`src/rtl/register_file_if.sv`:
```
// Decoder / ALU bus of the RV32I write-back register file.
// master = decoder+ALU side, slave = register file.
interface register_file_if #(
  parameter int XLEN = 32
);
  logic            read_enable;
  logic [4:0]      rs1_addr;
  logic [4:0]      rs2_addr;
  logic            issue_valid;
  logic [4:0]      issue_rd;
  logic            flush;
  logic            write_req;
  logic [4:0]      write_addr;
  logic [XLEN-1:0] write_data;
  logic [XLEN-1:0] src1_value;
  logic [XLEN-1:0] src2_value;
  logic            src_valid;
  logic            stall;

  modport master (
    output read_enable, rs1_addr, rs2_addr, issue_valid, issue_rd, flush,
           write_req, write_addr, write_data,
    input  src1_value, src2_value, src_valid, stall
  );

  modport slave (
    input  read_enable, rs1_addr, rs2_addr, issue_valid, issue_rd, flush,
           write_req, write_addr, write_data,
    output src1_value, src2_value, src_valid, stall
  );
endinterface

```
`src/rtl/register_file.sv`:
```
// RV32I register file x1..x31 with busy scoreboard and two registered read ports.
// Optional same-cycle write-to-read forwarding: define REGFILE_BYPASS_EN.
module register_file #(
  parameter int XLEN = 32
) (
  input  logic           clk,
  input  logic           reset_n,
  register_file_if.slave bus
);

  logic [XLEN-1:0] regs_r [1:31];
  logic [31:0]     busy_r;
  logic [31:0]     busy_nxt_s;
  logic [31:0]     set_vec_s;
  logic [31:0]     clr_vec_s;
  logic [XLEN-1:0] stored1_s;
  logic [XLEN-1:0] stored2_s;
  logic [XLEN-1:0] rd1_s;
  logic [XLEN-1:0] rd2_s;
  logic [XLEN-1:0] src1_r;
  logic [XLEN-1:0] src2_r;
  logic            src_valid_r;
  logic            stall1_s;
  logic            stall2_s;
  logic            stall_s;
  logic            accept_s;
`ifdef REGFILE_BYPASS_EN
  logic            hit1_s;
  logic            hit2_s;
`endif

  // Stored-contents lookup; x0 is not in the array and falls back to zero
  always_comb begin
    stored1_s = {XLEN{1'b0}};
    stored2_s = {XLEN{1'b0}};
    for (int i = 1; i < 32; i++) begin
      stored1_s = (bus.rs1_addr == 5'(i)) ? regs_r[i] : stored1_s;
      stored2_s = (bus.rs2_addr == 5'(i)) ? regs_r[i] : stored2_s;
    end
  end

  // Operand selection and per-operand stall
  always_comb begin
`ifdef REGFILE_BYPASS_EN
    hit1_s   = bus.write_req && (bus.write_addr == bus.rs1_addr) && (bus.rs1_addr != 5'd0);
    hit2_s   = bus.write_req && (bus.write_addr == bus.rs2_addr) && (bus.rs2_addr != 5'd0);
    rd1_s    = hit1_s ? bus.write_data : stored1_s;
    rd2_s    = hit2_s ? bus.write_data : stored2_s;
    stall1_s = bus.read_enable && busy_r[bus.rs1_addr] && !hit1_s;
    stall2_s = bus.read_enable && busy_r[bus.rs2_addr] && !hit2_s;
`else
    rd1_s    = stored1_s;
    rd2_s    = stored2_s;
    stall1_s = bus.read_enable && busy_r[bus.rs1_addr];
    stall2_s = bus.read_enable && busy_r[bus.rs2_addr];
`endif
    stall_s  = stall1_s || stall2_s;
    accept_s = bus.read_enable && !stall_s;
  end

  // Scoreboard next state: a new producer (set) beats both write-back clear and flush
  always_comb begin
    set_vec_s  = (bus.issue_valid && (bus.issue_rd != 5'd0)) ? (32'd1 << bus.issue_rd) : 32'd0;
    clr_vec_s  = (bus.write_req && (bus.write_addr != 5'd0)) ? (32'd1 << bus.write_addr) : 32'd0;
    if (bus.flush) begin
      busy_nxt_s = set_vec_s;
    end else begin
      busy_nxt_s = (busy_r & ~clr_vec_s) | set_vec_s;
    end
    busy_nxt_s[0] = 1'b0;
  end

  // Register storage write port
  always_ff @(posedge clk or negedge reset_n) begin
    if (!reset_n) begin
      for (int i = 1; i < 32; i++) begin
        regs_r[i] <= {XLEN{1'b0}};
      end
    end else begin
      for (int i = 1; i < 32; i++) begin
        if (bus.write_req && (bus.write_addr == 5'(i))) begin
          regs_r[i] <= bus.write_data;
        end
      end
    end
  end

  // Busy bits and registered read ports
  always_ff @(posedge clk or negedge reset_n) begin
    if (!reset_n) begin
      busy_r      <= 32'd0;
      src1_r      <= {XLEN{1'b0}};
      src2_r      <= {XLEN{1'b0}};
      src_valid_r <= 1'b0;
    end else begin
      busy_r      <= busy_nxt_s;
      src_valid_r <= accept_s;
      if (accept_s) begin
        src1_r <= rd1_s;
        src2_r <= rd2_s;
      end
    end
  end

  assign bus.src1_value = src1_r;
  assign bus.src2_value = src2_r;
  assign bus.src_valid  = src_valid_r;
  assign bus.stall      = stall_s;

endmodule
```
`src/flat_wrapper.sv`:
```
// flat-port wrapper written by rule: the top's interface ports become plain ports
module register_file_flat 
#(
  parameter int XLEN = 32
)
  (clk, reset_n, bus_read_enable, bus_rs1_addr, bus_rs2_addr, bus_issue_valid, bus_issue_rd, bus_flush, bus_write_req, bus_write_addr, bus_write_data, bus_src1_value, bus_src2_value, bus_src_valid, bus_stall);
  register_file_if #(.XLEN(XLEN)) bus_i ();
  input  logic clk;
  input  logic reset_n;
  input wire logic [$bits(bus_i.read_enable)-1:0] bus_read_enable;
  input wire logic [$bits(bus_i.rs1_addr)-1:0] bus_rs1_addr;
  input wire logic [$bits(bus_i.rs2_addr)-1:0] bus_rs2_addr;
  input wire logic [$bits(bus_i.issue_valid)-1:0] bus_issue_valid;
  input wire logic [$bits(bus_i.issue_rd)-1:0] bus_issue_rd;
  input wire logic [$bits(bus_i.flush)-1:0] bus_flush;
  input wire logic [$bits(bus_i.write_req)-1:0] bus_write_req;
  input wire logic [$bits(bus_i.write_addr)-1:0] bus_write_addr;
  input wire logic [$bits(bus_i.write_data)-1:0] bus_write_data;
  output wire logic [$bits(bus_i.src1_value)-1:0] bus_src1_value;
  output wire logic [$bits(bus_i.src2_value)-1:0] bus_src2_value;
  output wire logic [$bits(bus_i.src_valid)-1:0] bus_src_valid;
  output wire logic [$bits(bus_i.stall)-1:0] bus_stall;
  assign bus_i.read_enable = bus_read_enable;
  assign bus_i.rs1_addr = bus_rs1_addr;
  assign bus_i.rs2_addr = bus_rs2_addr;
  assign bus_i.issue_valid = bus_issue_valid;
  assign bus_i.issue_rd = bus_issue_rd;
  assign bus_i.flush = bus_flush;
  assign bus_i.write_req = bus_write_req;
  assign bus_i.write_addr = bus_write_addr;
  assign bus_i.write_data = bus_write_data;
  assign bus_src1_value = bus_i.src1_value;
  assign bus_src2_value = bus_i.src2_value;
  assign bus_src_valid = bus_i.src_valid;
  assign bus_stall = bus_i.stall;
  register_file #(.XLEN(XLEN)) u_core (.clk(clk), .reset_n(reset_n), .bus(bus_i));
endmodule
```
`config.mk`:
```
export PLATFORM = sky130hd
export DESIGN_NAME = register_file_flat
export DESIGN_NICKNAME = d
export VERILOG_FILES = /design/src/rtl/register_file_if.sv /design/src/rtl/register_file.sv /design/src/flat_wrapper.sv
export SDC_FILE = /design/constraint.sdc
export NUM_CORES = 2
export LEC_CHECK = 0
export ABC_AREA = 0
export BUFFER_PORTS_ARGS = -buffer_cell sky130_fd_sc_hd__buf_2
export CORE_UTILIZATION = 63
export DETAILED_ROUTE_END_ITERATION = 12
export PLACE_DENSITY_LB_ADDON = 0.15
export SYNTH_ARGS = -nofsm -noshare
export SYNTH_HDL_FRONTEND = slang
export SYNTH_SLANG_ARGS = --single-unit
```
`constraint.sdc`:
```
create_clock -name clk -period 2.9 [get_ports clk]
set_input_delay 0.145 -clock clk [delete_from_list [all_inputs] [get_ports clk]]
set_output_delay 0.145 -clock clk [all_outputs]
set_load 0.05 [all_outputs]
```
# == Word-level counts from Yosys, hierarchy flattened ==
# Cells that the tools add are included.
# Widths: inputs -> output; s select.
# op_classes
muxes,69
add_sub_neg,0
multipliers,0
n_lt_le_gt_ge,2
bitwise,3
shift,2
eq_ne,93
div,0
reduce_logical,40
# ops
op,n
$mux 32,65
$eq 5x5->1 const B,48
$eq 5x4->1 const B,24
$shl 1x5->32 const A,2
$eq 5x3->1 const B,12
$logic_and 1x1->1,36
$and 32x32->32,1
$not 32->32,1
$or 32x32->32,1
$eq 5x2->1 const B,6
$eq 5x1->1 const B,3
$lt 5x6->1 const B,2
$bmux 1 s5,2
$reduce_bool 5->1,2
$mux 1,2
$logic_not 1->1,1
$logic_or 1x1->1,1
# word_totals
mem_bits_ro,0
wordCells,244
mem_count,0
latch_bits,0
regBits,1088
ramBits,0
output_inout_bits,66
inputBits,58

# == Longest topological paths before layout ==
# depth
ltp_word,32
mapped_depth,12
depth_no_buf,8

# == Least setup slack after synthesis ==
# Ideal clock, no wire load.
# synth_timing
path_type,input -> register
start,input bus_rs1_addr[0]
end,register u_core.src2_r[31] (netlist: u_core.bus.src2_value[31])
setup_slack_ns,0.714
t_arrival_ns,2.062
path_stages,10
path_buffers,3
path_cell_list,buf_6 -> buf_6 -> mux4_2 -> a22oi_1 -> o31ai_1 -> nor4_4 -> nand2_2 -> inv_2 -> buf_6 -> mux2_2
# synth_between
elab_chain_cells,6
# synth_rtl
element,line,rtl
from (decl),flat_wrapper.sv:11,input wire logic [$bits(bus_i.rs1_addr)-1:0] bus_rs1_addr;
$bmux 1 s5,register_file.sv:54,stall1_s = bus.read_enable && busy_r[bus.rs1_addr];
$mux 1 (implied by the code),register_file.sv:54,
$logic_and 1x1->1,register_file.sv:54,
$logic_or 1x1->1,register_file.sv:57,stall_s = stall1_s || stall2_s;
$logic_not 1->1,register_file.sv:58,accept_s = bus.read_enable && !stall_s;
$logic_and 1x1->1,register_file.sv:58,
to (signal assigned),register_file.sv:93,src2_r <= {XLEN{1'b0}};
to (signal assigned),register_file.sv:100,src2_r <= rd2_s;
to (decl),register_file.sv:21,logic [XLEN-1:0] src2_r;
# No other way between the ends. The select of a mux whose other input is x is not followed.
# A chain may end at the register's enable or synchronous reset.

# == Worst setup path in the final report ==
# layout_timing
start,input bus_rs1_addr[3]
end,register u_core.src1_r[22] (netlist: u_core.bus.src1_value[22])
# layout_between
elab_chain_cells,32
# layout_rtl
element,line,rtl
$eq 5x1->1,register_file.sv:37,stored1_s = (bus.rs1_addr == 5'(i)) ? regs_r[i] : stored1_s;
$mux 32 (31 in a row),register_file.sv:37,
to (signal assigned),register_file.sv:92,src1_r <= {XLEN{1'b0}};
to (signal assigned),register_file.sv:99,src1_r <= rd1_s;
to (decl),register_file.sv:20,logic [XLEN-1:0] src1_r;
# Several ways; a longest one is shown, not always the timed one. The select of a mux whose other input is x is not followed.

==> reports/metrics.cfg <==
[status]
run_status = finished, violations left
violations = setup timing

[cells_and_area]
nFillCells = 6092
fin_cells = 6793
drive_gt1_share_pct = 37.2
multi_input_area_um2 = 27500
syn_to_final_growth_pct = 18.1
seqCellArea_um2 = 27200
fin_nets = 5575

[grt]
antenna_found_initial = 22
grt_pass1_vias = 50300
track_usage_pct = 54.5
grt_pass1_wl_mm = 358
gr-total-overflow = 0
grt_max_degree = 101

[placed_design]
io_buffers = 123
placed_cells = 6549
gp_congestion = 1.14
dpl.hpwl_mm = 179

[power_and_ir_drop]
p_int_uw = 30900
combPwrFrac_pct = 18.4
peakVddDrop_mv = 0.675
p_per_area_nw_per_um2 = 677
p_sw_share_pct = 31.7
power_uw = 45300
p_sw_uw = 14400
seq_power_share_pct = 47.0
p_leak_uw = 0.0295
power_frac_clock_pct = 34.6

[timing]
setup_violations = 1
fmax_mhz = 344
setup_ws_ns = -0.00408
grt_setup_unrepaired = no
worst-slew-pin-transition_ns = 1.30
slew_viol_final = 0
fin_tns_setup_ns = -0.00408
slew_headroom_pct = 10.9
post-route-period-util_pct = 100
fin_crit_ns = 2.90
hold_viol_final = 0
fin_skew_ns = 0.0437

[clock_tree]
clockBufferDepth = 3
numCtsBuffers = 112
insertion_delay_ns = 0.75
htreeDepth = 3
clock-sinks = 1088
clockRootBuffer = clkbuf_16
cts_tree = yes
clkTransAtPathRegs_ns = 0.07

[floorplan]
num_rows = 109
initial_core_util_pct = 63.8
io_pins = 124
die_x_um = 302
core_um2 = 88800
die_area_um2 = 91100
die_h_um = 302

[logic_synthesis]
async_flop_share_pct = 100
synth_edf_count = 0
synth_flop_cell = dfrtp_1
synth_nets = 5166
yosysWarnings = 0
ys_seq_area_share_pct = 48.1
synth_seq_cells = 1088
synth_area_um2 = 56600
syn_area_per_cell_um2 = 11.1
syn-instance-count = 5108
synth_cell_type_count = 87

[worst_hold_path]
hold_class = input pin to asynchronous set/reset pin

[worst_setup_path]
endpoint_kind = flip-flop
critPathKind = input pin to flip-flop
worstPathMaxFanout = 21
cp_data_required_time_ns = 3.58
worstPathArrival_ns = 3.59
start_kind = input pin

[route]
dr_total_vias = 52900
drt-initial-drc-count = 9752
drc = 0
drt_wl_total_mm = 251
wire_per_inst_um = 37.0
avgViaCountPerCell = 7.79
ant_nets = 0
dr.pass1.iters = 11

[flow_run]
drv_cap = 0

==> path summary, 6_finish.rpt <==
check | to | from | slack, ns | depth (start not counted)
max | u_core.bus.src1_value[22]$_DFFE_PN0P_ | bus_rs1_addr[3] | -0.004 | 9
min | u_core.regs_r[830]$_DFFE_PN0P_ | reset_n | 0.02 | 2
max reg2reg | u_core.bus.src1_value[9]$_DFFE_PN0P_ | u_core.busy_r[15]$_DFF_PN0_ | 0.13 | 8
min reg2reg | u_core.bus.src1_value[16]$_DFFE_PN0P_ | u_core.bus.src1_value[16]$_DFFE_PN0P_ | 0.49 | 1
max in group asynchronous | u_core.regs_r[215]$_DFFE_PN0P_ | reset_n | 1.73 | 3
min in group clk | u_core.busy_r[28]$_DFF_PN0_ | bus_write_addr[0] | 0.04 | 3
==> Yosys cell counts, types with 26 or more instances <==
master        n  share of area, %
o221ai_1     55              0.85
nor2b_1      26              0.29
mux2_2     1016                20
o22a_1       41              0.63
nor3_1       55              0.49
nand3_1      66              0.58
nor4_1       29              0.32
a22oi_1     258               3.4
buf_1        55              0.36
nand4_1      31              0.34
nand3b_1     27              0.36
mux2i_1      64               1.1
o211ai_1     26              0.34
a221oi_1     69               1.1
and3_1       32              0.35
o21ai_0     247               2.2
dfrtp_1    1088                48
inv_1        33              0.22
clkbuf_1    339               2.2
buf_2        86              0.76
nand2_1     205               1.4
o22ai_1     172               1.9
a31oi_1      50              0.55
o2bb2ai_1    36              0.56
nor2_1      275               1.8
a21oi_1     263               2.3
o2111ai_1    30              0.46
nand2b_1     29              0.32
==> kinds of logic after synthesis <==
| group | share of synthesized area (%) |
|---|---|
| compound gates | 18.4 |
| xor+xnor | 0.0155 |
| buf+inv | 3.82 |
| flops | 48.1 |
| mux | 22.0 |
| simple gates | 7.70 |
==> worst max-delay path, cell delays in order <==
cell and delay (ns):
buf_2 0.37, buf_4 0.26, nor2b_1 0.67, nand2_1 0.24, a2111oi_0 1.14, buf_4 0.25, o31a_1 0.26, nor3_1 0.10
o2bb2ai_1 0.14
==> cell type report <==
| type | count | share of cell area [%] |
|---|---|---|
| Multi-Input combinational cell | 3492 | 41.1 |
| Sequential cell | 1088 | 40.7 |
| Timing Repair Buffer | 789 | 9.85 |
| Clock buffer | 154 | 4.69 |
| Tap cell | 1165 | 2.18 |
| Clock inverter | 54 | 1.21 |
| Inverter | 34 | 0.193 |
| Antenna cell | 17 | 0.0636 |
==> routing by layer <==
metal | vias up | part of all wire (%) | GRT usage (%)
li1 | 20300 | - | -
met1 | 26100 | 36 | 71.9
met2 | 5260 | 40 | 73.9
met3 | 1220 | 18 | 26.2
met4 | 20 | 6.8 | 28.6
met5 | - | 0.064 | 0
==> layout by cell type, fill, tap and decap left out, types with 36 or more instances in the layout <==
master,n
a21oi_1,262
a221oi_1,69
a22oi_1,256
a31oi_1,50
buf_12,72
buf_2,118
buf_4,577
clkbuf_16,113
dfrtp_1,1088
mux2_2,1016
mux2i_1,64
nand2_1,196
nand3_1,65
nor2_1,238
nor3_1,53
o21ai_0,247
o221ai_1,55
o22a_1,41
o22ai_1,172
o2bb2ai_1,36
==> sequential cells by signal, indices dropped and copies added, names as in the netlist <==
name / cells
u_core.bus.src1_value: 32
u_core.bus.src2_value: 32
u_core.bus.src_valid: 1
u_core.busy_r: 31
u_core.regs_r: 992
==> through the flow <==
step           setup WS [ns]  utilization, %  hold slack (ns)  cell area [um^2]
2_1_floorplan          0.714               -           -0.151             56600
3_5_place_dp          -0.307            70.7            0.186             62700
5_1_grt              0.00297            75.3           0.0198             66900
6_report            -0.00408            75.4           0.0193             66900
3_3_place_gp          -0.754            70.6            0.183             62700
4_1_cts               0.0367            75.3          0.00333             66900
==> power groups by stage <==
stage / registers, uW / clock network, uW / logic (uW)
global route: 21400 / 16200 / 8650
finish: 21300 / 15700 / 8320
floorplan: 20700 / 0 / 4480
global placement: 21100 / 0 / 7690
detailed placement: 21200 / 0 / 7940
CTS: 21000 / 15600 / 8030
==> what timing repair did <==
| item | CTS | global route |
|---|---|---|
| hold endpoints to repair | 697 | 0 |
| setup endpoints to repair | 0 | 1 |
| gates resized for setup | 0 | 3 |
| setup buffers | 0 | 0 |
| hold buffers | 19 | 0 |
(Power assumes the default switching activity.)
